$ cat src/rtl/ddr3_amm_pkg.sv
// Shared widths, burst limit and FSM encoding for the
// DDR3 Avalon-MM burst master.
package ddr3_amm_pkg;

    localparam int ADDR_W    = 23;
    localparam int DATA_W    = 320;
    localparam int BURST_W   = 7;
    localparam int BE_W      = DATA_W / 8;
    localparam int MAX_BURST = 64;

    typedef enum logic [1:0] {
        IDLE     = 2'd0,
        WR_BURST = 2'd1,
        RD_REQ   = 2'd2
    } amm_state_t;

endpackage

$ cat src/rtl/ddr3_rd_credit.sv
// Outstanding read-beat counter: adds a burst length on issue,
// subtracts one per returned beat, never wraps below zero.
module ddr3_rd_credit #(
    parameter int RD_CREDITS = 128,
    parameter int BURST_W    = 7,
    parameter int CW         = $clog2(RD_CREDITS) + 1
) (
    input  logic               clk,
    input  logic               rst,
    input  logic               i_add,
    input  logic [BURST_W-1:0] i_add_len,
    input  logic               i_sub,
    output logic [CW-1:0]      o_outstanding,
    output logic [CW-1:0]      o_credits_free
);
    import ddr3_amm_pkg::*;

    localparam logic [CW-1:0] FULL = CW'(RD_CREDITS);

    logic [CW-1:0] r_out;
    logic [CW-1:0] w_sum;
    logic [CW-1:0] w_next;

    // Next count: add issued length, then take one returned beat
    always_comb begin
        w_sum = r_out;
        if (i_add) begin
            w_sum = r_out + CW'(i_add_len);
        end
        w_next = w_sum;
        if (i_sub && (w_sum != '0)) begin
            w_next = w_sum - CW'(1);
        end
    end

    // Counter register
    always_ff @(posedge clk or posedge rst) begin
        if (rst) begin
            r_out <= '0;
        end else begin
            r_out <= w_next;
        end
    end

    // A returned beat with nothing outstanding means the EMIF misbehaved
    always @(posedge clk) begin
        if (!rst && i_sub) begin
            assert (r_out != '0);
        end
    end

    assign o_outstanding  = r_out;
    assign o_credits_free = FULL - r_out;

endmodule

$ cat src/rtl/ddr3_amm_burst_master.sv
// Avalon-MM burst master for the DDR3 EMIF ctrl_amm_0 port:
// write bursts stream through, reads are gated by credits.
module ddr3_amm_burst_master #(
    parameter int ADDR_W     = ddr3_amm_pkg::ADDR_W,
    parameter int DATA_W     = ddr3_amm_pkg::DATA_W,
    parameter int BURST_W    = ddr3_amm_pkg::BURST_W,
    parameter int MAX_BURST  = ddr3_amm_pkg::MAX_BURST,
    parameter int RD_CREDITS = 128
) (
    input  logic                emif_usr_clk,
    input  logic                emif_usr_rst,
    input  logic                cmd_valid,
    output logic                cmd_ready,
    input  logic                cmd_write,
    input  logic [ADDR_W-1:0]   cmd_addr,
    input  logic [BURST_W-1:0]  cmd_len,
    input  logic [DATA_W-1:0]   wr_data,
    input  logic                wr_valid,
    output logic                wr_ready,
    output logic [DATA_W-1:0]   rd_data,
    output logic                rd_valid,
    output logic                cmd_err,
    output logic                busy,
    input  logic                amm_ready_0,
    output logic                amm_read_0,
    output logic                amm_write_0,
    output logic [ADDR_W-1:0]   amm_address_0,
    output logic [BURST_W-1:0]  amm_burstcount_0,
    output logic [DATA_W-1:0]   amm_writedata_0,
    output logic [DATA_W/8-1:0] amm_byteenable_0,
    input  logic [DATA_W-1:0]   amm_readdata_0,
    input  logic                amm_readdatavalid_0
);
    import ddr3_amm_pkg::*;

    localparam int CW = $clog2(RD_CREDITS) + 1;
    localparam logic [BURST_W-1:0] MAX_LEN = BURST_W'(MAX_BURST);

    amm_state_t         r_state;
    logic               r_live;
    logic               r_cmd_err;
    logic               r_rd_valid;
    logic [DATA_W-1:0]  r_rd_data;
    logic [ADDR_W-1:0]  r_addr;
    logic [BURST_W-1:0] r_len;
    logic [BURST_W-1:0] r_left;

    logic [CW-1:0] w_outstanding;
    logic [CW-1:0] w_credits_free;
    logic          w_fits;
    logic          w_legal;
    logic          w_fire;
    logic          w_beat;
    logic          w_rd_go;

    assign w_fits  = {{BURST_W{1'b0}}, w_credits_free}
                     >= {{CW{1'b0}}, cmd_len};
    assign w_legal = (cmd_len != '0) && (cmd_len <= MAX_LEN);

    assign cmd_ready = r_live && (r_state == IDLE)
                       && (cmd_write || w_fits);
    assign w_fire    = cmd_valid && cmd_ready;
    assign w_beat    = (r_state == WR_BURST) && wr_valid && amm_ready_0;
    assign w_rd_go   = (r_state == RD_REQ) && amm_ready_0;

    // Command acceptance and burst sequencing
    always_ff @(posedge emif_usr_clk or posedge emif_usr_rst) begin
        if (emif_usr_rst) begin
            r_state   <= IDLE;
            r_live    <= 1'b0;
            r_cmd_err <= 1'b0;
            r_addr    <= '0;
            r_len     <= '0;
            r_left    <= '0;
        end else begin
            r_live    <= 1'b1;
            r_cmd_err <= w_fire && !w_legal;
            unique case (r_state)
                IDLE: begin
                    if (w_fire && w_legal) begin
                        r_addr  <= cmd_addr;
                        r_len   <= cmd_len;
                        r_left  <= cmd_len;
                        r_state <= cmd_write ? WR_BURST : RD_REQ;
                    end
                end
                WR_BURST: begin
                    if (w_beat) begin
                        r_left <= r_left - BURST_W'(1);
                        if (r_left == BURST_W'(1)) begin
                            r_state <= IDLE;
                        end
                    end
                end
                RD_REQ: begin
                    if (amm_ready_0) begin
                        r_state <= IDLE;
                    end
                end
                default: r_state <= IDLE;
            endcase
        end
    end

    // Read return path, one register stage
    always_ff @(posedge emif_usr_clk or posedge emif_usr_rst) begin
        if (emif_usr_rst) begin
            r_rd_valid <= 1'b0;
            r_rd_data  <= '0;
        end else begin
            r_rd_valid <= amm_readdatavalid_0;
            r_rd_data  <= amm_readdata_0;
        end
    end

    ddr3_rd_credit #(
        .RD_CREDITS (RD_CREDITS),
        .BURST_W    (BURST_W),
        .CW         (CW)
    ) u_credit (
        .clk            (emif_usr_clk),
        .rst            (emif_usr_rst),
        .i_add          (w_rd_go),
        .i_add_len      (r_len),
        .i_sub          (amm_readdatavalid_0),
        .o_outstanding  (w_outstanding),
        .o_credits_free (w_credits_free)
    );

    assign amm_read_0       = (r_state == RD_REQ);
    assign amm_write_0      = (r_state == WR_BURST) && wr_valid;
    assign wr_ready         = (r_state == WR_BURST) && amm_ready_0;
    assign amm_address_0    = r_addr;
    assign amm_burstcount_0 = r_len;
    assign amm_writedata_0  = wr_data;
    assign amm_byteenable_0 = '1;
    assign rd_valid         = r_rd_valid;
    assign rd_data          = r_rd_data;
    assign cmd_err          = r_cmd_err;
    assign busy             = (r_state != IDLE) || (w_outstanding != '0);

endmodule

$ cat config.mk
export PLATFORM = sky130hd
export DESIGN_NAME = ddr3_amm_burst_master
export DESIGN_NICKNAME = d
export VERILOG_FILES = /design/src/rtl/ddr3_amm_pkg.sv /design/src/rtl/ddr3_rd_credit.sv /design/src/rtl/ddr3_amm_burst_master.sv
export SDC_FILE = /design/constraint.sdc
export NUM_CORES = 1
export LEC_CHECK = 0
export ABC_AREA = 1
export CAP_MARGIN = 20
export CORE_AREA = 2 2 542 544
export DETAILED_ROUTE_END_ITERATION = 8
export DIE_AREA = 0 0 544 546
export GPL_TIMING_DRIVEN = 1
export HOLD_SLACK_MARGIN = 0.08
export SLEW_MARGIN = 20
export SYNTH_ARGS = -nofsm -noshare
export SYNTH_HDL_FRONTEND = slang
export SYNTH_HIERARCHICAL = 1
export SYNTH_SLANG_ARGS = --single-unit
$ cat constraint.sdc
create_clock -name emif_usr_clk -period 24 [get_ports emif_usr_clk]
set_input_delay 7.2 -clock emif_usr_clk [delete_from_list [all_inputs] [get_ports emif_usr_clk]]
set_output_delay 7.2 -clock emif_usr_clk [all_outputs]
set_load 0.05 [all_outputs]
### After elaboration in Yosys (flattened, before gate mapping)

Index checks and enable logic that the tools add are counted.

| operators by class | value |
|---|---|
| mux-type cells | 11 |
| order comparisons | 2 |
| $add $sub $neg | 4 |
| reduce and logical (&&, ||, !) cells | 23 |
| equality and inequality tests | 7 |

Operators by type and width:

| operator | count |
|---|---|
| $mux 8 | 2 |
| $reduce_bool 8->1 | 2 |
| $mux 7 | 2 |
| $pmux 7 s2 | 1 |
| $logic_and 1x1->1 | 11 |
| $mux 2 | 5 |
| $add 8x7->8 | 1 |
| $ge 8x7->1 | 1 |
| $sub 8x1->8 const B | 1 |
| $sub 8x8->8 const A | 1 |
| $eq 7x1->1 const B | 1 |
| $le 7x7->1 const B | 1 |
| $reduce_bool 7->1 | 1 |
| $sub 7x1->7 const B | 1 |
| $ne 2x2->1 const B | 3 |
| $pmux 2 s3 | 1 |
| $reduce_and 4->1 | 1 |
| $reduce_bool 2->1 | 2 |
| $reduce_and 3->1 | 1 |
| $eq 2x1->1 const B | 1 |
| $eq 2x2->1 const B | 1 |
| $logic_not 2->1 | 1 |
| $logic_or 1x1->1 | 2 |
| $ne 2x1->1 const B | 1 |
| 2 further kinds | 2 |

| word-level totals | value |
|---|---|
| register bits | 370 |
| logic and storage cells | 56 |
| input bits | 677 |

### Depth between registers and ports, before layout

| depth | value |
|---|---|
| word-level depth | 8 |
| mapped depth | 15 |
| depth with buffers taken out | 15 |

### Cells and area by module

The synthesis kept the hierarchy.

Modules (own cells, without submodules):

| module | cells an instance | area an instance (um^2) | seq. area each (um^2) | instances |
|---|---|---|---|---|
| ddr3_amm_burst_master | 942 | 12819.8 | 9058.7 | 1 |
| ddr3_rd_credit | 193 | 1176.1 | 200.2 | 1 |

### Worst setup path after synthesis

OpenSTA, ideal clock, no wires.

| timing path | value |
|---|---|
| path kind | input port to output port |
| start | input cmd_len[3] |
| end | output cmd_ready |
| path slack | 7.819 ns |
| stages | 8 |
| buffers on the path | 0 |
| arrival time | 8.981 ns |
| cells stage by stage | inv_1 ha_1 nand2_1 nor2_1 nor2_1 nand2_1 nand2_1 a21boi_0 |

| between the ends | value |
|---|---|
| cells in the longest elaborated chain, start to end | 3 |

RTL lines:

| item | line | RTL |
|---|---|---|
| start, declared | ddr3_amm_burst_master.sv:16 | `input logic [BURST_W-1:0] cmd_len,` |
| $ge 8x7->1 | ddr3_amm_burst_master.sv:57 | `>= {{CW{1'b0}}, cmd_len};` |
| $logic_or 1x1->1 | ddr3_amm_burst_master.sv:61 | `&& (cmd_write \|\| w_fits);` |
| $logic_and 1x1->1 | ddr3_amm_burst_master.sv:61 |  |
| end, declared | ddr3_amm_burst_master.sv:13 | `output logic cmd_ready,` |

No other way between the ends.

### Worst setup path after layout

| timing path | value |
|---|---|
| start | input cmd_len[2] |
| end | output cmd_ready |

The elaborated chain is that of the path after synthesis.

==> reports/results.txt <==
status -> complete, no violations
worst-path fanout max -> 3
die height -> 546 um
leakage power -> 9.28 nW
GRT Util Overall -> 11.4%
first-pass GRT wire length -> 200 mm
Setup crit end kind -> primary output
routed via count -> 10700
CTS buffer count -> 45
P_int -> 1.33 mW
final worst path period share -> 70.1%
DR pass1 iterations -> 5
area of the multi-input gates -> 1830 um2
reg-to-reg startpoint -> u_credit/o_outstanding[1]
Hold Violations, Final -> 0
Clock Latency Late Sink -> 0.62 ns
routability cong. -> 0.856
top-count cell post-synth -> dfrtp_1
H-tree depth -> 2
worst endpoint required time -> 16.80 ns
Initial Util -> 4.79%
Clock power frac -> 34.1%
vias per cell -> 1.93
critical path class -> input port to primary output
worst hold path type -> flip-flop to flip-flop
Max-cap violations -> 0
number of routed nets with antenna violations -> 0
Post-synth EDFFs -> 0
register area -> 9260 um2
met1 Resource Use GR -> 6.84%
GRT busiest layer -> met2
Avg Inst Size Synth -> 12.3 um2
share of cells above drive strength 1 -> 7.15%
nets -> 2269
list of most frequent post-synthesis cells -> 370 x dfrtp_1, 361 x buf_4, 131 x nand2_1
initial antenna violation count -> 110
Synth top area share -> 66.2%
total grt overflow -> 0
reg-to-reg endpoint -> amm_address_0[5]
Worst Min Path Start -> amm_address_0[8]
Worst-path clk slew -> 0.06 ns
Synth Register Bits -> 370
unrepaired setup endpoints after global routing -> no
Psw -> 893 uW
clk buf depth -> 3
WL/cell -> 31.5 um
fin util -> 8.59%
Worst Hold Path EP -> amm_address_0[8]
Tot Pwr -> 2.22 mW
vias in the first global route -> 11200
Syn-to-layout area delta -> 79.3%
leading area contributor after synthesis -> dfrtp_1
mapped cell area -> 14000 um2
FILL cells -> 33600
CP Launch Type -> input port
worst hold slack -> 0.494 ns
final setup fails -> 0
cts hold-fix bufs -> 0
synth top area cells -> dfrtp_1 66%, buf_4 19%, nand2_1 3.5%
synth unique cells -> 35
cts repair resizes -> 0
Slew Viols, Final -> 0
combinational share of power -> 33.0%
met2 global-route usage -> 17.1%
Worst Path Arrival -> 9.63 ns
Slew headroom -> 27.2%
R2R depth -> 14
Cell Pwr Density -> 88.5 nW/um2
Switching Fraction -> 40.2%
largest net degree at the start of global routing -> 92
Die X -> 544 um
CTS tree -> built
num ports -> 1394
WL final -> 174 mm
fraction of registers with async set/reset -> 100%
I/O Buffers -> 713
worst slew pin tran -> 1.09 ns
Clock Sinks -> 370
setup_tns -> 0 ns
DRC errors left -> 0
Setup Skew -> 0.00856 ns
First DRT Iteration DRCs -> 624
post-synthesis cell count -> 1135
Post-CTS Setup Repair Bufs -> 0
Rows -> 199
Die ar. -> 297000 um2
Worst R2R Setup Slack -> 21.14 ns
met3 usage -> 17.0%
minimum clock period after layout -> 16.83 ns
Fmax -> 59.4 MHz
sequential share of power -> 32.9%
root buffer selected by CTS -> clkbuf_16
Peak VDD IR -> 0.0527 mV
Core ar. -> 292000 um2
Worst Hold Path Cells -> 2
DP HPWL -> 160 mm
Synth Flop Type -> dfrtp_1
post-synthesis sequential area ratio -> 66.2%
YS warnings -> 6
[stage by stage]
| stage | instance area, um2 | std cells | setup slack (ns) |
|---|---|---|---|
| 2_1_floorplan | 14100 | 1175 | 6.75 |
| 3_3_place_gp | 23500 | 5443 | 7.31 |
| 3_5_place_dp | 23500 | 5443 | 7.25 |
| 4_1_cts | 25100 | 5526 | 7.25 |
| 5_1_grt | 25100 | 5534 | 7.09 |
| 6_report | 25100 | 5538 | 7.17 |
[cell type report]
type	count	share of cell area, %
clock inverter	26	1.36
multi-input combinational	354	7.30
antenna	11	0.110
sequential	370	36.9
clock buffer	57	4.91
inverter	81	1.24
tap	3919	19.5
timing repair buffer	720	28.7
[how the worst max path moves through the flow]
stage / startpoint / to / slack, ns / cells after the start
detailed placement: cmd_len[2] / cmd_ready / 7.25 / 10
finish: cmd_len[2] / cmd_ready / 7.17 / 10
CTS: cmd_len[2] / cmd_ready / 7.25 / 10
global route: cmd_len[2] / cmd_ready / 7.09 / 10
global placement: cmd_len[2] / cmd_ready / 7.31 / 10
floorplan: emif_usr_rst / amm_address_0[0] / 6.75 / 1
[worst max-delay path, stage by stage]
cell and delay [ns]:
clkdlybuf4s50_1 0.52, inv_1 0.10, ha_1 0.29, nand2_1 0.06
nor2_1 0.12, nor2_1 0.06, nand2_1 0.07, nand2_1 0.06
a21boi_0 0.26, clkdlybuf4s50_1 0.87
[layer usage]
layer | up-vias | part of all wire (%)
li1 | 4012 | -
met1 | 4731 | 21
met2 | 1445 | 42
met3 | 480 | 33
met4 | 26 | 4.6
met5 | - | 0.26
[placed cells by master, fill, tap and decap left out, types with 2 or more instances in the layout]
cell             instances
a21oi_1                  6
buf_4                   10
bufinv_16                4
clkbuf_1                 6
clkbuf_16               45
clkbuf_8                 6
clkdlybuf4s50_1        709
clkinv_16                2
clkinv_2                 6
clkinv_4                 3
clkinvlp_4               4
conb_1                  41
dfrtp_1                370
diode_2                 11
ha_1                    19
inv_1                   75
inv_2                    5
inv_6                    5
inv_8                    2
nand2_1                131
nand2_2                  7
nand2_4                  2
nand3_1                 41
nand3_2                  2
nand3b_1                 2
nand4_1                  5
nor2_1                  18
nor2_2                   4
nor2_4                   2
nor3_1                   8
nor4_1                   2
o21ai_0                 11
o21ai_1                 33
or2_2                    2
xnor2_1                  3
xor2_1                   7
[sequential cells by signal (all words and copies together), names as in the netlist]
| name | count |
|---|---|
| r_left | 7 |
| u_credit/o_outstanding | 8 |
| cmd_err | 1 |
| amm_address_0 | 23 |
| r_live | 1 |
| r_state | 2 |
| rd_valid | 1 |
| rd_data | 320 |
| amm_burstcount_0 | 7 |
[power groups by stage]
| stage | Clock (mW) | Combinational (mW) | Sequential (mW) |
|---|---|---|---|
| after global placement | 0 | 0.730 | 0.740 |
| after CTS | 0.796 | 0.746 | 0.731 |
| after detailed placement | 0 | 0.743 | 0.741 |
| after global routing | 0.815 | 0.781 | 0.737 |
| final | 0.757 | 0.733 | 0.730 |
| after floorplan | 0 | 0.366 | 0.912 |
[cell families (layout without fill, tap and decap cells)]
| logic type | after synthesis | in the layout | synth area share (%) |
|---|---|---|---|
| compound gates | 54 | 54 | 2.06 |
| xor+xnor | 10 | 10 | 0.626 |
| buf+inv | 451 | 884 | 21.9 |
| other cells | 1 | 52 | 0.0268 |
| fa+ha+maj | 20 | 20 | 1.84 |
| simple gates | 229 | 229 | 7.40 |
| flops | 370 | 370 | 66.2 |
(Power assumes the default switching activity.)
==> variant (same settings) <==
Encoding of `amm_state_t`: now one-hot (3 bits for 3 states).
--- a/src/rtl/ddr3_amm_pkg.sv
+++ b/src/rtl/ddr3_amm_pkg.sv
@@ -8,10 +8,10 @@
     localparam int BE_W      = DATA_W / 8;
     localparam int MAX_BURST = 64;
 
-    typedef enum logic [1:0] {
-        IDLE     = 2'd0,
-        WR_BURST = 2'd1,
-        RD_REQ   = 2'd2
+    typedef enum logic [2:0] {
+        IDLE     = 3'b001,
+        WR_BURST = 3'b010,
+        RD_REQ   = 3'b100
     } amm_state_t;
 
 endpackage
Behaviour: same outputs for any inputs over 4 cycles, from zero or initial values and one cycle with emif_usr_rst high; so few cycles prove little.
==> variant against the original RTL <==
  * Fmax is 0.18% lower
  * Worst setup slack worse by 0.031 ns
  * Utilization is 0.18 points higher
  * Routed wire length is 12% higher
  * Final area is 2.1% higher
  * Global-route usage is 1.4 points higher
  * Sequential cell count is 1 higher
  * Power is 8.2% higher
  * Die area stayed put
  * Sequential power is 1% higher
  * Area after synthesis is 1.5% higher
  * Final cell count is 0.43% higher
  * Critical endpoint unchanged
==> variant: results (changes against the original RTL) <==
Cell Count, Final, Fillers Out=5,562 (was 5,538); Clock Latency Late Sink=0.72 ns (was 0.62 ns); met3 GRT Util=13.28% (was 17.04%); Comb pwr share=31.6% (was 33.0%); largest net degree at the start of global routing=99 (was 92); Non-Clock Buffer Count=719 (was 720); drt first pass iters=6 (was 5); PD cells=93.82 nW/um2 (was 88.48 nW/um2); vias in the first global route=11,510 (was 11,220); antenna diode count=3 (was 11); CP Data Arrival Time=9.66 ns (was 9.63 ns); nets@finish=2,290 (was 2,269); leakage=9.529 nW (was 9.277 nW); #MultiIn Comb=358 (was 354); initial antenna violation count=167 (was 110); Filler Cell Count=33,660 (was 33,610); fraction of area in multi-input gates=7.649% (was 7.298%); Worst Skew=0.03030 ns (was 0.008558 ns); Final Cell Area=25,620 um2 (was 25,100 um2); synthesized area per cell=12.39 um2 (was 12.33 um2); buffer share of cell area=27.98% (was 28.66%); Placed Cells incl. Taps=5,454 (was 5,443); ClkCell Share=7.649% (was 6.267%); Detailed Route Iter0 Violations=629 (was 624); met3 WL=44,850 um (was 57,120 um); Compound-Gate Fraction of Synth Area=2.687% (was 2.056%); final-layout clock buffer total=67 (was 57); peak supply drop=55.35 uV (was 52.66 uV); TritonCTS Buffers=56 (was 45); FFs & Latches=371 (was 370); Area after DPL=23,650 um2 (was 23,480 um2); share of cells above drive strength 1=10.06% (was 7.152%); sequential fraction of the synthesis area=65.38% (was 66.15%); routed len/inst=35.17 um (was 31.49 um); Worst path max stage delay=0.96 ns (was 0.87 ns); gr usage total=12.82% (was 11.39%); Synth Area in XOR/XNOR=0.6784% (was 0.6258%); synth cell count leaders=dfrtp_1, buf_4, nand2_1 (unchanged); met2 GRT Util=19.82% (was 17.06%); Reg area=9285 um2 (was 9259 um2); internal power=1.436 mW (was 1.328 mW); outcome=completed (unchanged); Post-DP HPWL=180,400 um (was 160,100 um); GPL Wtd Cong=0.7709 (was 0.8562); M1 GR Usage=11.37% (was 6.839%)
-- variant: cell types whose count changed in the layout (fill, tap and decap cells not counted), sizes merged, moves of 3 or more --
| cell | unedited run | this run |
|---|---|---|
| nand2 | 140 | 143 |
| bufinv | 4 | 7 |
| clkbuf | 57 | 67 |
| nand3 | 43 | 40 |
| diode | 11 | 3 |
| clkinv | 11 | 19 |
| inv | 88 | 95 |
-- variant: path summary, 6_finish.rpt --
path,start,end,slack (ns),cells after the start
min in group asynchronous,emif_usr_rst,u_credit/o_outstanding[0],6.94,2
max in group asynchronous,emif_usr_rst,rd_data[282],14.06,5
max,cmd_len[5],cmd_ready,7.14,8
min,amm_address_0[6],amm_address_0[6],0.48,2
min reg2reg,amm_address_0[6],amm_address_0[6],0.48,2
max reg2reg,r_state[0],u_credit/o_outstanding[6],20.47,13
-- variant: logic make-up (layout without fill, tap and decap cells) --
family	Yosys count	count (layout)
buf+inv	457	911
flops	371	371
simple gates	232	232
compound gates	54	54
fa+ha+maj	20	20
xor+xnor	11	11
other cells	1	44
